## config.mk

```make
export PLATFORM = sky130hd
export DESIGN_NAME = vga_frame_analyzer_flat
export DESIGN_NICKNAME = d
export VERILOG_FILES = /design/src/rtl/vga_rx_pkg.sv /design/src/rtl/vga_frame_analyzer_if.sv /design/src/rtl/vga_pos_counter.sv /design/src/rtl/vga_frame_analyzer.sv /design/src/flat_wrapper.sv
export SDC_FILE = /design/constraint.sdc
export NUM_CORES = 1
export LEC_CHECK = 0
export BUFFER_PORTS_ARGS = -buffer_cell sky130_fd_sc_hd__buf_2
export CORE_MARGIN = 5
export CORE_UTILIZATION = 57
export CTS_BUF_LIST = sky130_fd_sc_hd__clkbuf_8
export DETAILED_ROUTE_END_ITERATION = 10
export PLACE_DENSITY = 0.82
export REMOVE_ABC_BUFFERS = 1
export SYNTH_ARGS = -nofsm -noshare
export SYNTH_HDL_FRONTEND = slang
export SYNTH_SLANG_ARGS = --single-unit
export TNS_END_PERCENT = 1
```

## constraint.sdc

```tcl
create_clock -name clk25 -period 2.6 [get_ports clk25]
set_input_delay 0.78 -clock clk25 [delete_from_list [all_inputs] [get_ports clk25]]
set_output_delay 0.78 -clock clk25 [all_outputs]
set_load 0.1 [all_outputs]
```

## src/rtl/vga_rx_pkg.sv

```systemverilog
// Shared constants and types for the VGA receive-side frame analyzer.
package vga_rx_pkg;

    localparam int unsigned H_ACTIVE = 640;
    localparam int unsigned V_ACTIVE = 480;
    localparam int unsigned V_TOTAL  = 525;

    localparam int unsigned ROW_W = 9;
    localparam int unsigned COL_W = 10;

    typedef logic [ROW_W-1:0] row_t;
    typedef logic [COL_W-1:0] col_t;

    typedef enum logic [1:0] {
        SEARCH,
        LOCKING,
        LOCKED
    } rx_state_e;

endpackage

```

## src/rtl/vga_frame_analyzer_if.sv

```systemverilog
// Pixel stream in, frame results out. hitCount exists only with VGA_RX_PIXCOUNT_EN.
interface vga_frame_analyzer_if;

    logic                  Hsync;
    logic                  Vsync;
    logic                  blankVGA;
    logic [7:0]            R;
    logic [7:0]            G;
    logic [7:0]            B;
    logic                  locked;
    logic                  found;
    logic                  frameDone;
    vga_rx_pkg::row_t      CircleRow;
    vga_rx_pkg::col_t      CircleCol;
`ifdef VGA_RX_PIXCOUNT_EN
    logic [18:0]           hitCount;
`endif

    // Video source side
    modport master (
        output Hsync, Vsync, blankVGA, R, G, B,
`ifdef VGA_RX_PIXCOUNT_EN
        input  hitCount,
`endif
        input  locked, found, frameDone, CircleRow, CircleCol
    );

    // Analyzer side
    modport slave (
        input  Hsync, Vsync, blankVGA, R, G, B,
`ifdef VGA_RX_PIXCOUNT_EN
        output hitCount,
`endif
        output locked, found, frameDone, CircleRow, CircleCol
    );

endinterface

```

## src/rtl/vga_pos_counter.sv

```systemverilog
// Input registers, sync/blank edge detection, row/column position and per-frame
// timing measurements. Emits a one-cycle frame_end with the conformance verdict.
module vga_pos_counter
    import vga_rx_pkg::*;
#(
    parameter int unsigned H_ACT = H_ACTIVE,
    parameter int unsigned V_ACT = V_ACTIVE,
    parameter int unsigned V_TOT = V_TOTAL
) (
    input  logic       clk25,
    input  logic       reset,
    input  logic       hsync_i,
    input  logic       vsync_i,
    input  logic       blank_i,
    input  logic [7:0] r_i,
    input  logic [7:0] g_i,
    input  logic [7:0] b_i,
    output logic       pix_valid_o,
    output row_t       pix_row_o,
    output col_t       pix_col_o,
    output logic [7:0] r_o,
    output logic [7:0] g_o,
    output logic [7:0] b_o,
    output logic       frame_end_o,
    output logic       conform_o
);

    logic       hs1_q, hs2_q, vs1_q, vs2_q, bl1_q, bl2_q;
    logic [7:0] r_q, g_q, b_q;
    col_t       col_q, col_d, pix_col;
    row_t       row_q, row_d, row_next;
    col_t       lines_q, lines_d, lines_next;
    logic       line_act_q, line_act_d;
    logic       seen_vs_q, seen_vs_d;
    logic       frame_end_q, frame_end_d;
    logic       conform_q, conform_d;
    logic       vs_fall, hs_fall, bl_rise;

    // Position counters and frame measurements
    always_comb begin
        vs_fall = vs2_q & ~vs1_q;
        hs_fall = hs2_q & ~hs1_q;
        bl_rise = bl1_q & ~bl2_q;

        // First active pixel of a line is column 0 even before the clear lands
        pix_col = bl_rise ? '0 : col_q;
        col_d   = col_q;
        if (bl1_q) begin
            col_d = (pix_col == '1) ? pix_col : pix_col + col_t'(1);
        end

        row_next = row_q;
        if (hs_fall && line_act_q && row_q != '1) begin
            row_next = row_q + row_t'(1);
        end
        lines_next = lines_q;
        if (hs_fall && lines_q != '1) begin
            lines_next = lines_q + col_t'(1);
        end

        line_act_d = hs_fall ? bl1_q : (line_act_q | bl1_q);
        // Increments from a coincident Hsync edge land in the measurement before the clear
        row_d       = vs_fall ? '0 : row_next;
        lines_d     = vs_fall ? '0 : lines_next;
        seen_vs_d   = seen_vs_q | vs_fall;
        frame_end_d = vs_fall;
        conform_d   = conform_q;
        if (vs_fall) begin
            // Without a previous Vsync edge the line total is partial
            conform_d = seen_vs_q && (col_q == col_t'(H_ACT)) &&
                        (row_next == row_t'(V_ACT)) && (lines_next == col_t'(V_TOT));
        end
    end

    // Input stages and counter state
    always_ff @(posedge clk25) begin
        if (reset) begin
            hs1_q       <= 1'b1;
            hs2_q       <= 1'b1;
            vs1_q       <= 1'b1;
            vs2_q       <= 1'b1;
            bl1_q       <= 1'b0;
            bl2_q       <= 1'b0;
            r_q         <= '0;
            g_q         <= '0;
            b_q         <= '0;
            col_q       <= '0;
            row_q       <= '0;
            lines_q     <= '0;
            line_act_q  <= 1'b0;
            seen_vs_q   <= 1'b0;
            frame_end_q <= 1'b0;
            conform_q   <= 1'b0;
        end else begin
            hs1_q       <= hsync_i;
            hs2_q       <= hs1_q;
            vs1_q       <= vsync_i;
            vs2_q       <= vs1_q;
            bl1_q       <= blank_i;
            bl2_q       <= bl1_q;
            r_q         <= r_i;
            g_q         <= g_i;
            b_q         <= b_i;
            col_q       <= col_d;
            row_q       <= row_d;
            lines_q     <= lines_d;
            line_act_q  <= line_act_d;
            seen_vs_q   <= seen_vs_d;
            frame_end_q <= frame_end_d;
            conform_q   <= conform_d;
        end
    end

    assign pix_valid_o = bl1_q;
    assign pix_row_o   = row_q;
    assign pix_col_o   = pix_col;
    assign r_o         = r_q;
    assign g_o         = g_q;
    assign b_o         = b_q;
    assign frame_end_o = frame_end_q;
    assign conform_o   = conform_q;

endmodule

```

## src/rtl/vga_frame_analyzer.sv

```systemverilog
// VGA receive-side analyzer: timing lock FSM and target-colour bounding box.
// Optional VGA_RX_PIXCOUNT_EN adds a per-frame hit pixel count on hitCount.
module vga_frame_analyzer
    import vga_rx_pkg::*;
#(
    parameter int unsigned HIT_LEVEL   = 128,
    parameter int unsigned LOCK_FRAMES = 2,
    parameter int unsigned H_ACT       = H_ACTIVE,
    parameter int unsigned V_ACT       = V_ACTIVE,
    parameter int unsigned V_TOT       = V_TOTAL
) (
    input logic                clk25,
    input logic                reset,
    vga_frame_analyzer_if.slave bus
);

    localparam logic [8:0] HitLvl  = 9'(HIT_LEVEL);
    localparam logic [7:0] LockTgt = 8'(LOCK_FRAMES);

    logic       pix_valid, frame_end, conform;
    row_t       pix_row;
    col_t       pix_col;
    logic [7:0] pr, pg, pb;

    vga_pos_counter #(
        .H_ACT (H_ACT),
        .V_ACT (V_ACT),
        .V_TOT (V_TOT)
    ) u_pos (
        .clk25       (clk25),
        .reset       (reset),
        .hsync_i     (bus.Hsync),
        .vsync_i     (bus.Vsync),
        .blank_i     (bus.blankVGA),
        .r_i         (bus.R),
        .g_i         (bus.G),
        .b_i         (bus.B),
        .pix_valid_o (pix_valid),
        .pix_row_o   (pix_row),
        .pix_col_o   (pix_col),
        .r_o         (pr),
        .g_o         (pg),
        .b_o         (pb),
        .frame_end_o (frame_end),
        .conform_o   (conform)
    );

    rx_state_e  state_q, state_d;
    logic [7:0] cnt_q, cnt_d;
    logic       locked_q, locked_d, found_q, found_d, frame_done_q, frame_done_d;
    row_t       circle_row_q, circle_row_d, min_row_q, min_row_d, max_row_q, max_row_d;
    col_t       circle_col_q, circle_col_d, min_col_q, min_col_d, max_col_q, max_col_d;
    logic       any_hit_q, any_hit_d, hit;
    logic [9:0] sum_row;
    logic [10:0] sum_col;
`ifdef VGA_RX_PIXCOUNT_EN
    localparam logic [18:0] PixMax = 19'(H_ACT * V_ACT);
    logic [18:0] hit_cnt_q, hit_cnt_d, hit_count_q, hit_count_d;
`endif

    // Hit detection, bounding box, lock FSM and frame results
    always_comb begin
        hit = pix_valid && ({1'b0, pr} >= HitLvl) && ({1'b0, pg} < HitLvl) &&
              ({1'b0, pb} < HitLvl) && (pix_col < col_t'(H_ACT)) && (pix_row < row_t'(V_ACT));
        sum_row = {1'b0, min_row_q} + {1'b0, max_row_q};
        sum_col = {1'b0, min_col_q} + {1'b0, max_col_q};

        state_d      = state_q;
        cnt_d        = cnt_q;
        found_d      = found_q;
        frame_done_d = 1'b0;
        circle_row_d = circle_row_q;
        circle_col_d = circle_col_q;
        min_row_d    = min_row_q;
        max_row_d    = max_row_q;
        min_col_d    = min_col_q;
        max_col_d    = max_col_q;
        any_hit_d    = any_hit_q;
`ifdef VGA_RX_PIXCOUNT_EN
        hit_cnt_d    = hit_cnt_q;
        hit_count_d  = hit_count_q;
        if (hit && hit_cnt_q != PixMax) begin
            hit_cnt_d = hit_cnt_q + 19'd1;
        end
`endif

        if (hit) begin
            any_hit_d = 1'b1;
            if (pix_row < min_row_q) min_row_d = pix_row;
            if (pix_row > max_row_q) max_row_d = pix_row;
            if (pix_col < min_col_q) min_col_d = pix_col;
            if (pix_col > max_col_q) max_col_d = pix_col;
        end

        if (frame_end) begin
            frame_done_d = 1'b1;
            found_d      = 1'b0;
            // Results only count from a frame judged while already locked
            if (state_q == LOCKED && conform && any_hit_q) begin
                found_d      = 1'b1;
                circle_row_d = row_t'(sum_row >> 1);
                circle_col_d = col_t'(sum_col >> 1);
            end
            unique case (state_q)
                SEARCH: begin
                    cnt_d   = conform ? 8'd1 : 8'd0;
                    state_d = (conform && 8'd1 >= LockTgt) ? LOCKED : LOCKING;
                end
                LOCKING: begin
                    if (conform) begin
                        cnt_d = cnt_q + 8'd1;
                        if (cnt_q + 8'd1 >= LockTgt) state_d = LOCKED;
                    end else begin
                        cnt_d = 8'd0;
                    end
                end
                LOCKED: begin
                    if (!conform) begin
                        state_d = SEARCH;
                        cnt_d   = 8'd0;
                    end
                end
                default: state_d = SEARCH;
            endcase
            // Box restarts empty once this frame's result has been taken
            min_row_d = '1;
            max_row_d = '0;
            min_col_d = '1;
            max_col_d = '0;
            any_hit_d = 1'b0;
`ifdef VGA_RX_PIXCOUNT_EN
            hit_count_d = hit_cnt_q;
            hit_cnt_d   = '0;
`endif
        end
        locked_d = (state_d == LOCKED);
    end

    // Lock FSM state, bounding box and registered outputs
    always_ff @(posedge clk25) begin
        if (reset) begin
            state_q      <= SEARCH;
            cnt_q        <= '0;
            locked_q     <= 1'b0;
            found_q      <= 1'b0;
            frame_done_q <= 1'b0;
            circle_row_q <= '0;
            circle_col_q <= '0;
            min_row_q    <= '1;
            max_row_q    <= '0;
            min_col_q    <= '1;
            max_col_q    <= '0;
            any_hit_q    <= 1'b0;
`ifdef VGA_RX_PIXCOUNT_EN
            hit_cnt_q    <= '0;
            hit_count_q  <= '0;
`endif
        end else begin
            state_q      <= state_d;
            cnt_q        <= cnt_d;
            locked_q     <= locked_d;
            found_q      <= found_d;
            frame_done_q <= frame_done_d;
            circle_row_q <= circle_row_d;
            circle_col_q <= circle_col_d;
            min_row_q    <= min_row_d;
            max_row_q    <= max_row_d;
            min_col_q    <= min_col_d;
            max_col_q    <= max_col_d;
            any_hit_q    <= any_hit_d;
`ifdef VGA_RX_PIXCOUNT_EN
            hit_cnt_q    <= hit_cnt_d;
            hit_count_q  <= hit_count_d;
`endif
        end
    end

    assign bus.locked    = locked_q;
    assign bus.found     = found_q;
    assign bus.frameDone = frame_done_q;
    assign bus.CircleRow = circle_row_q;
    assign bus.CircleCol = circle_col_q;
`ifdef VGA_RX_PIXCOUNT_EN
    assign bus.hitCount  = hit_count_q;
`endif

endmodule

```

## src/flat_wrapper.sv

```systemverilog
// flat-port wrapper written by rule: the top's interface ports become plain ports
module vga_frame_analyzer_flat import vga_rx_pkg::*;
#(
    parameter int unsigned HIT_LEVEL   = 128,
    parameter int unsigned LOCK_FRAMES = 2,
    parameter int unsigned H_ACT       = H_ACTIVE,
    parameter int unsigned V_ACT       = V_ACTIVE,
    parameter int unsigned V_TOT       = V_TOTAL
)
  (clk25, reset, bus_Hsync, bus_Vsync, bus_blankVGA, bus_R, bus_G, bus_B, bus_locked, bus_found, bus_frameDone, bus_CircleRow, bus_CircleCol);
  vga_frame_analyzer_if bus_i ();
  input logic clk25;
  input logic reset;
  input wire logic [$bits(bus_i.Hsync)-1:0] bus_Hsync;
  input wire logic [$bits(bus_i.Vsync)-1:0] bus_Vsync;
  input wire logic [$bits(bus_i.blankVGA)-1:0] bus_blankVGA;
  input wire logic [$bits(bus_i.R)-1:0] bus_R;
  input wire logic [$bits(bus_i.G)-1:0] bus_G;
  input wire logic [$bits(bus_i.B)-1:0] bus_B;
  output wire logic [$bits(bus_i.locked)-1:0] bus_locked;
  output wire logic [$bits(bus_i.found)-1:0] bus_found;
  output wire logic [$bits(bus_i.frameDone)-1:0] bus_frameDone;
  output wire logic [$bits(bus_i.CircleRow)-1:0] bus_CircleRow;
  output wire logic [$bits(bus_i.CircleCol)-1:0] bus_CircleCol;
  assign bus_i.Hsync = bus_Hsync;
  assign bus_i.Vsync = bus_Vsync;
  assign bus_i.blankVGA = bus_blankVGA;
  assign bus_i.R = bus_R;
  assign bus_i.G = bus_G;
  assign bus_i.B = bus_B;
  assign bus_locked = bus_i.locked;
  assign bus_found = bus_i.found;
  assign bus_frameDone = bus_i.frameDone;
  assign bus_CircleRow = bus_i.CircleRow;
  assign bus_CircleCol = bus_i.CircleCol;
  vga_frame_analyzer #(.HIT_LEVEL(HIT_LEVEL), .LOCK_FRAMES(LOCK_FRAMES), .H_ACT(H_ACT), .V_ACT(V_ACT), .V_TOT(V_TOT)) u_core (.clk25(clk25), .reset(reset), .bus(bus_i));
endmodule
```

==> out/summary.txt, run 1 <==
=================================================================================
YS warnings ........................................................            0
Sequential share of power ..........................................        45.7%
Drt first-iter violations ..........................................          452
Width of the chip ..................................................  119 microns
Fraction of post-synthesis cell area in the top cell type by area ..        33.7%
Chip Height ........................................................  119 microns
Post-DP HPWL ....................................................... 10700 microns
Critical path's slowest cell .......................................      dfxtp_2
Nets ...............................................................          948
Number of synthesized flops with an enable pin .....................            0
Dominant cells by area after synthesis ............................. dfxtp_1, ha_1, nand2_1
Proportion of power drawn by the clock network .....................        48.0%
Pre-CTS WS .........................................................   -0.0158 ns
Design Area, Final .................................................   7600 sq um
Smallest hold slack ................................................     0.439 ns
Worst VDD drop .....................................................       662 uV
DRC Markers ........................................................            0
Achievable Freq ....................................................      422 MHz
Internal Power .....................................................      3.02 mW
Critical Path RT ...................................................      2.90 ns
Clock Skew .........................................................    0.0112 ns
Combinational power share ..........................................         6.3%
Setup violators final ..............................................            0
CTS tree ...........................................................         done
Final total negative setup slack ...................................         0 ns
Commonest non-fill, non-tap cell in the layout .....................      dfxtp_1
Final number of max-transition violations ..........................            0
Leading cell types in the layout, fill and taps excluded ........... dfxtp_1, nand2_1, nor2_1
Final antenna-violating net count ..................................            0
Drt pass-1 iters ...................................................            6
MaxCap Viol Count ..................................................            0
Routability cong. ..................................................        0.893
Top cell type by total area after synthesis ........................      dfxtp_1
Die area ...........................................................  14100 sq um
Clock transition at the registers of the reported paths ............      0.07 ns
Worst setup EP type ................................................     register
Main flop type after synthesis .....................................      dfxtp_1
Crit share post-route ..............................................        91.2%
Cts bufs inserted ..................................................           17
Placed cell count ..................................................          977
DR WL/cell ......................................................... 14.7 microns
CTS sink count .....................................................          113
Overall track demand over capacity in global routing ...............        22.0%
Synthesized netlist cell count .....................................          813
Worst min-delay path category ......................................   reg -> reg
First-pass GRT wire length ......................................... 26000 microns
Setup repair after global routing missed its margin ................        false
Clock latency on the worst-skew pair ...............................      0.44 ns
Maximum number of buffers from clock root to sink ..................            2
Cell-by-cell listing of the critical path .......................... nand2b_4, and2_1, ha_1, a2111oi_2, o21a_1, o211ai_2, nand3_1, o311ai_1
Post-layout min period .............................................      2.37 ns
Number of different library cells in the post-synthesis netlist ....           74
Antenna violations before repair ...................................            0
Endpoint arrival time on the critical path .........................      2.67 ns
Post-synthesis average cell area ...................................   8.26 sq um
Fraction of synthesis flops using an asynchronous set or reset pin .           0%
Number of failing hold endpoints at the final stage ................            0
Critical-path maximum fanout .......................................           13
Flip-flop and latch count after synthesis ..........................          113
Status .............................................................    completed
Total core area ....................................................  11500 sq um
Maximum number of pins on one net before global-route repair .......           49
Number of vias per cell ............................................         5.77
Share of total power consumed by net switching .....................        23.0%
Share of synthesized area occupied by flip-flops and latches .......        33.7%
Synth-to-layout area growth ........................................        13.1%
Sort of element at the start of the critical path ..................     register
Remaining max-slew budget at the tightest pin ......................        64.5%
Final global-route overflow total ..................................            0
Slew @ Worst Pin ...................................................     0.531 ns
Cell area reported after detailed placement ........................   7130 sq um
Worst path setup slack after routing ...............................     0.228 ns
Starting density of the core .......................................        58.6%
Worst path max stage delay .........................................      0.43 ns
Antenna fix cells ..................................................            0
Path type of the worst setup path ..................................   reg -> reg
Share of post-route cells with drive strength above 1 ..............        14.4%
Site row count .....................................................           39
Power density of the placed cells ..................................  516 nW/um^2
DRT Wirelength ..................................................... 14800 microns
Final Instance Count excl. Fillers .................................         1009
Number of global-route vias before repair ..........................         5560
Net Switching ......................................................     0.900 mW
Total I/O pin count ................................................           51
Synthesized area ...................................................   6720 sq um
Cts hold-fix bufs ..................................................            0
Standby leakage power ..............................................      3.19 nW
H-tree depth .......................................................            4
DR vias ............................................................         5819
Root buffer selected by CTS ........................................     clkbuf_8
Port bufs ..........................................................           29
=================================================================================
[worst max-delay path: cells and delay by family, from the launching register on]
family / cells / cell delay (ns)
compound gates: 4 / 0.98
fa+ha+maj: 1 / 0.32
flops: 1 / 0.43
simple gates: 3 / 0.51
[cell type report]
type | count | area (sq um)
multi-input combinational | 605 | 4090
fill | 911 | 3870
sequential | 113 | 2260
timing repair buffer | 61 | 398
clock buffer | 22 | 303
inverter | 55 | 206
tap | 143 | 179
clock inverter | 10 | 155
[cells in the mapped netlist (all sizes together), types with 10 or more instances]
cell type	n
dfxtp	113
nand2	95
nor2	70
ha	64
inv	55
a21oi	43
nand3	37
o21ai	34
mux2i	33
clkbuf	30
nor3	21
xnor2	19
nor2b	13
nand4	11
or2	11
and2	10
buf	10
nand2b	10
xor2	10
[timing repair]
item | CTS | global route
setup endpoints to repair | 4 | 20
resized for setup | 1 | 4
buffers inserted | 0 | 0
endpoints found under the hold margin | 0 | 0
[path summary, 6_finish.rpt]
| path | start | endpoint | slack, ns | cells after the start |
|---|---|---|---|---|
| max | u_core.u_pos.pix_valid_o | u_core.min_col_q[9] | 0.23 | 8 |
| min | u_core.u_pos.vs1_q | u_core.u_pos.vs2_q | 0.44 | 1 |
| max reg2reg | u_core.u_pos.pix_valid_o | u_core.min_col_q[9] | 0.23 | 8 |
| min reg2reg | u_core.u_pos.vs1_q | u_core.u_pos.vs2_q | 0.44 | 1 |
[per-layer routing]
layer	track usage [%]	routed length [microns]	part of all wire, %	vias up
li1	-	-	-	2930
met1	28.8	6900	47	2728
met2	36.4	6930	47	145
met3	4.73	819	5.5	16
met4	7.09	168	1.1	0
met5	0	0	0	-
[per-stage QoR]
stage,total power [mW],utilization (%)
6_report,3.92,66.3
5_1_grt,4.08,66.3
4_1_cts,3.94,66.2
3_5_place_dp,2.07,62.2
3_3_place_gp,2.06,62.2
2_1_floorplan,1.98,-
[sequential cells by signal (all words and copies together) (netlist names), 2 cells and up]
register and cells:
u_core.u_pos.col_q 10, u_core.max_col_q 10, u_core.u_pos.pix_row_o 9, u_core.min_row_q 9, u_core.bus.CircleCol 10, u_core.bus.CircleRow 9
u_core.u_pos.lines_q 10, u_core.max_row_q 9, u_core.min_col_q 10, u_core.state_q 2, u_core.cnt_q 8
[cells by family after synthesis]
| kind of cell | share of synthesized area, % |
|---|---|
| adders and majority gates | 12.5 |
| DFF | 33.7 |
| and+or+nand+nor | 24.0 |
| AOI/OAI and AO/OA | 15.3 |
| buffers and inverters | 5.61 |
| muxes | 5.08 |
| xor gates and xnor gates | 3.78 |
[power groups by stage]
stage	registers, mW	clock network, mW	logic, mW
2_1_floorplan	1.82	0	0.160
3_3_place_gp	1.83	0	0.233
3_5_place_dp	1.83	0	0.242
4_1_cts	1.79	1.91	0.245
5_1_grt	1.79	2.01	0.277
6_report	1.79	1.88	0.247
Note: power is estimated with default switching activity, not from simulation.
==> run 2, diff against run 1 <==
--- a/config.mk
+++ b/config.mk
@@ -12,7 +12,9 @@
 export DETAILED_ROUTE_END_ITERATION = 10
 export PLACE_DENSITY = 0.82
 export REMOVE_ABC_BUFFERS = 1
+export SKIP_CTS_REPAIR_TIMING = 1
 export SYNTH_ARGS = -nofsm -noshare
 export SYNTH_HDL_FRONTEND = slang
+export SYNTH_HIERARCHICAL = 1
 export SYNTH_SLANG_ARGS = --single-unit
 export TNS_END_PERCENT = 1
==> run 2 against run 1 <==
Net effect: flip-flop and latch count did not move; critical endpoint is now u_core/u_pos/conform_o; maximum frequency shrank 6.6%; critical path depth increased by 2; utilization is 0.20 points lower; hold slack improved by 0.0012 ns; largest power group is now sequential cells; clock-buffer cell count stayed put; die area is 1.6% lower; clock power down 13%; via count increased by 0.43%; cell count shrank 2.0%; global-route usage grew 0.50 points.
==> out/summary.txt, run 2 <==
===========================================================================
Number of global-route vias before repair ....................         5620   +1.1%
Worst VDD drop ...............................................       414 uV   -37%
Power density of the placed cells ............................  480 nW/um^2   -6.9%
Crit share post-route ........................................        97.7%   +6.5 points
Port bufs ....................................................           29   unchanged
MaxCap Viol Count ............................................            0   unchanged
DRC Markers ..................................................            0   unchanged
Clock Skew ...................................................   0.00820 ns   -0.00300 ns
Setup violators final ........................................            0   unchanged
Critical Path RT .............................................      2.96 ns   +0.06 ns
Antenna fix cells ............................................            0   unchanged
Filler instances .............................................          934   +2.5%
Synthesized area .............................................   6600 sq um   -1.8%
Post-synthesis average cell area .............................   8.45 sq um   +2.2%
Number of vias per cell ......................................         5.91   +2.5%
Maximum number of buffers from clock root to sink ............            2   unchanged
DR WL/cell ................................................... 15.6 microns   +6.6%
Sort of element at the start of the critical path ............     register
Standby leakage power ........................................      3.26 nW   +2.0%
Final total negative setup slack .............................         0 ns   unchanged
Starting density of the core .................................        58.0%   -0.55 points
Nets .........................................................          928   -2.1%
Final antenna-violating net count ............................            0   unchanged
DR vias ......................................................         5844   +0.43%
Post-DP HPWL ................................................. 10800 microns   +1.3%
Chip Height ..................................................  118 microns   -0.82%
Final number of max-transition violations ....................            0   unchanged
Synthesized netlist cell count ...............................          781   -3.9%
Share of post-route cells with drive strength above 1 ........        14.8%   +0.34 points
Worst path setup slack after routing .........................    0.0601 ns   -0.168 ns
Die area .....................................................  13800 sq um   -1.6%
Drt first-iter violations ....................................          345   -24%
Drt pass-1 iters .............................................            7   +1
Path type of the worst setup path ............................   reg -> reg
Routability cong. ............................................        0.919   +2.9%
Total I/O pin count ..........................................           51   unchanged
First-pass GRT wire length ................................... 26200 microns   +0.74%
Slew @ Worst Pin .............................................     0.696 ns   +0.166 ns
Achievable Freq ..............................................      394 MHz   -6.6%
Smallest hold slack ..........................................     0.440 ns   +0.00116 ns
Width of the chip ............................................  118 microns   -0.82%
Final global-route overflow total ............................            0   unchanged
H-tree depth .................................................            4   unchanged
Pre-CTS WS ...................................................   -0.0533 ns   -0.0375 ns
CTS tree .....................................................         done
Post-layout min period .......................................      2.54 ns   +0.168 ns
Cts bufs inserted ............................................           17   unchanged
DRT Wirelength ............................................... 15500 microns   +4.4%
Overall track demand over capacity in global routing .........        22.5%   +0.50 points
Site row count ...............................................           39   unchanged
Setup repair after global routing missed its margin ..........         true
Worst min-delay path category ................................   reg -> reg
Endpoint arrival time on the critical path ...................      2.90 ns   +0.23 ns
Clock transition at the registers of the reported paths ......      0.07 ns   about the same
Synth-to-layout area growth ..................................        13.8%
Critical-path maximum fanout .................................            2   -11
Remaining max-slew budget at the tightest pin ................        53.6%   -11 points
Antenna violations before repair .............................            0   unchanged
CTS sink count ...............................................          113   unchanged
Clock latency on the worst-skew pair .........................      0.44 ns   about the same
Root buffer selected by CTS ..................................     clkbuf_8
Status .......................................................    completed
Number of failing hold endpoints at the final stage ..........            0   unchanged
Maximum number of pins on one net before global-route repair .           44   -10%
Worst setup EP type ..........................................     register
Commonest non-fill, non-tap cell in the layout ...............      dfxtp_1
YS warnings ..................................................            6   +6
Total core area ..............................................  11400 sq um   -0.85%
Leading cell types in the layout, fill and taps excluded ..... dfxtp_1, nor2_1, nand2_1
Total chip power .............................................      3.61 mW   -8.0%
===========================================================================
[run 2: final cells by class]
cell class | count | area, sq um | share of cell area [%]
Multi-Input combinational cell | 579 | 4010 | 53.4
Sequential cell | 113 | 2260 | 30.1
Timing Repair Buffer | 70 | 465 | 6.20
Clock buffer | 22 | 303 | 4.03
Inverter | 53 | 199 | 2.65
Tap cell | 143 | 179 | 2.38
Clock inverter | 9 | 90.1 | 1.20
[run 2: worst paths after layout]
| check | start | endpoint | slack (ns) | cells after the start |
|---|---|---|---|---|
| worst max-delay path | u_core/u_pos/pix_row_o[0] | u_core/u_pos/conform_o | 0.06 | 10 |
| worst min-delay path | u_core/u_pos/vs1_q | u_core/u_pos/vs2_q | 0.44 | 1 |
| worst max register to register | u_core/u_pos/pix_row_o[0] | u_core/u_pos/conform_o | 0.06 | 10 |
| worst min register to register | u_core/u_pos/vs1_q | u_core/u_pos/vs2_q | 0.44 | 1 |
[run 2: routing by layer]
metal | up-vias | global-route usage [%] | wire, microns
met1 | 2758 | 27.6 | 6900
li1 | 2904 | - | -
met5 | - | 0 | 0
met3 | 29 | 5.57 | 627
met2 | 153 | 37.8 | 7620
met4 | 0 | 9.18 | 328
[run 2: stage by stage]
| stage | cells | cell area, sq um | utilization, % |
|---|---|---|---|
| 6_report | 989 | 7510 | 66.1 |
| 5_1_grt | 989 | 7510 | 66.1 |
| 4_1_cts | 989 | 7470 | 65.7 |
| 3_5_place_dp | 958 | 7080 | 62.2 |
| 3_3_place_gp | 958 | 7080 | 62.2 |
| 2_1_floorplan | 745 | 6430 | - |
[run 2: worst max-delay path: stages, from the launching register on]
cell and delay (ns):
dfxtp_1 0.34, ha_1 0.18, nand4_1 0.09, nor2_1 0.10
ha_1 0.16, and4bb_4 0.23, or4b_1 0.48, a2111oi_2 0.29
and4_1 0.26, o2111ai_2 0.13, o31ai_2 0.19
[run 2: power by group]
group          internal (mW)  switching (mW)
registers               1.75          0.0188
clock network          0.954           0.681
logic                 0.0764           0.121
==> run 3, diff against run 2 <==
--- a/config.mk
+++ b/config.mk
@@ -5,6 +5,7 @@
 export SDC_FILE = /design/constraint.sdc
 export NUM_CORES = 1
 export LEC_CHECK = 0
+export ABC_AREA = 1
 export BUFFER_PORTS_ARGS = -buffer_cell sky130_fd_sc_hd__buf_2
 export CORE_MARGIN = 5
 export CORE_UTILIZATION = 57
==> run 3 against run 2 <==
Net effect: cell area shrank 0.75%; cell count grew 14%; area after synthesis grew 0.57%; utilization shrank 0.78 points; first-iteration DRC count shrank 9.3%; non-clock buffer count shrank 23; maximum frequency grew 5.1%; worst setup slack gained 0.12 ns; combinational power grew 38%; critical path type unchanged; largest cell class unchanged.
==> out/summary.txt, run 3 <==
===========================================================================
Share of post-route cells with drive strength above 1 ........        12.7%   -2.1 points
Nets .........................................................         1066   +15%
DR vias ......................................................         6026   +3.1%
Path type of the worst setup path ............................   reg -> reg
Final number of max-transition violations ....................            0   unchanged
Site row count ...............................................           39   unchanged
Multi-input gate area in the final layout ....................   3790 sq um   -5.6%
Design Area, Final ...........................................   7450 sq um   -0.75%
DRC Markers ..................................................            0   unchanged
Root buffer selected by CTS ..................................     clkbuf_8
Share of total power consumed by net switching ...............        24.2%   +1.4 points
Leading cell types in the layout, fill and taps excluded ..... nand2_1, inv_1, dfxtp_1
Final antenna-violating net count ............................            0   unchanged
Number of failing hold endpoints at the final stage ..........            0   unchanged
H-tree depth .................................................            4   unchanged
Maximum number of buffers from clock root to sink ............            2   unchanged
MaxCap Viol Count ............................................            0   unchanged
Final Instance Count excl. Fillers ...........................         1128   +14%
Filler instances .............................................          979   +4.8%
Clock transition at the registers of the reported paths ......      0.07 ns   about the same
Commonest non-fill, non-tap cell in the layout ...............      nand2_1
Worst VDD drop ...............................................       263 uV   -37%
Synthesized area .............................................   6640 sq um   +0.57%
Cts bufs inserted ............................................           17   unchanged
Worst min-delay path category ................................   reg -> reg
Setup violators final ........................................            0   unchanged
YS warnings ..................................................            6   unchanged
Number of vias per cell ......................................         5.34   -9.6%
Drt pass-1 iters .............................................            5   -2
Proportion of power drawn by the clock network ...............        46.7%   +1.3 points
DR WL/cell ................................................... 12.9 microns   -18%
Overall track demand over capacity in global routing .........        21.0%   -1.5 points
Synthesized netlist cell count ...............................          926   +19%
Post-synthesis average cell area .............................   7.17 sq um   -15%
Port bufs ....................................................           29   unchanged
Sequential share of power ....................................        46.3%   -2.9 points
First-pass GRT wire length ................................... 24700 microns   -5.9%
Routability cong. ............................................        0.895   -2.6%
Synth-to-layout area growth ..................................        12.3%
Standby leakage power ........................................      3.76 nW   +15%
Internal Power ...............................................      2.92 mW   +4.8%
Clock latency on the worst-skew pair .........................      0.45 ns   about the same
Die area .....................................................  13900 sq um   +0.52%
Net Switching ................................................     0.932 mW   +14%
Post-layout min period .......................................      2.42 ns   -0.124 ns
Chip Height ..................................................  118 microns   +0.26%
Smallest hold slack ..........................................     0.454 ns   +0.0136 ns
Combinational power share ....................................         7.0%   +1.5 points
Remaining max-slew budget at the tightest pin ................        57.9%   +4.3 points
Endpoint arrival time on the critical path ...................      2.78 ns   -0.12 ns
Achievable Freq ..............................................      414 MHz   +5.1%
Antenna fix cells ............................................            0   unchanged
Final global-route overflow total ............................            0   unchanged
Slew @ Worst Pin .............................................     0.628 ns   -0.0678 ns
Footprint of the flip-flops and latches ......................   2260 sq um   unchanged
Total core area ..............................................  11400 sq um   +0.43%
Number of global-route vias before repair ....................         5614   -0.11%
Final total negative setup slack .............................         0 ns   unchanged
Antenna violations before repair .............................            0   unchanged
Starting density of the core .................................        58.1%   +0.081 points
Sort of element at the start of the critical path ............     register
DRT Wirelength ............................................... 14600 microns   -6.0%
CTS tree .....................................................         done
Post-DP HPWL ................................................. 10600 microns   -2.6%
Critical Path RT .............................................      2.97 ns   about the same
Critical-path maximum fanout .................................           19   +17
Cell area reported after detailed placement ..................   7000 sq um   -1.1%
Power density of the placed cells ............................  517 nW/um^2   +7.6%
Crit share post-route ........................................        92.9%   -4.8 points
Total I/O pin count ..........................................           51   unchanged
Setup repair after global routing missed its margin ..........        false
Status .......................................................    completed
Width of the chip ............................................  118 microns   +0.26%
Placed cell count ............................................         1096   +14%
CTS sink count ...............................................          113   unchanged
Worst setup EP type ..........................................     register
Clock Skew ...................................................   0.00998 ns   +0.00178 ns
Maximum number of pins on one net before global-route repair .           39   -11%
Drt first-iter violations ....................................          313   -9.3%
===========================================================================
==> run 3: layout make-up <==
cell class | instances | share of cell area, %
clock buffers | 22 | 4.06
clock inverters | 10 | 1.76
inverters | 135 | 6.83
multi-input cells | 658 | 50.8
flip-flops and latches | 113 | 30.3
well taps | 143 | 2.40
repair buffers | 47 | 3.76
==> run 3: critical path, stage by stage, from the launching register on <==
cell and delay (ns):
dfxtp_1 0.46, nand2_2 0.14, nand2_1 0.14, inv_1 0.09
ha_1 0.31, a21oi_1 0.13, nor2_1 0.05, a211oi_1 0.26
o211ai_1 0.22, nand2_4 0.23, o21ai_0 0.12, a21oi_1 0.19
==> run 3: final timing paths <==
| kind | startpoint | end | slack, ns | depth (start not counted) |
|---|---|---|---|---|
| setup / recovery | u_core/u_pos/pix_valid_o | u_core/max_col_q[7] | 0.18 | 11 |
| hold / removal | u_core/bus.found | u_core/bus.found | 0.45 | 2 |
| setup reg to reg | u_core/u_pos/pix_valid_o | u_core/max_col_q[7] | 0.18 | 11 |
| hold reg to reg | u_core/bus.found | u_core/bus.found | 0.45 | 2 |
==> run 3: through the flow <==
stage	worst slack, ns	utilization [%]	power, mW
2_1_floorplan	0.288	-	2.01
3_3_place_gp	0.220	61.3	2.08
3_5_place_dp	0.151	61.3	2.08
4_1_cts	0.103	65.1	3.88
5_1_grt	0.00260	65.3	4.00
6_report	0.184	65.3	3.85
==> run 3: power groups by stage <==
stage	logic (mW)	clock network, mW	registers, mW
global route	0.307	1.91	1.78
floorplan	0.187	0	1.82
detailed placement	0.264	0	1.82
global placement	0.256	0	1.82
finish	0.271	1.80	1.78
CTS	0.267	1.83	1.78
==> run 3: metal layers <==
metal  GRT usage, %  share of wire [%]  wire [microns]
met1           25.0                 44            6420
met2           36.1                 50            7270
met5              0                  0               0
met4           8.89                2.0             292
met3           4.95                4.0             575
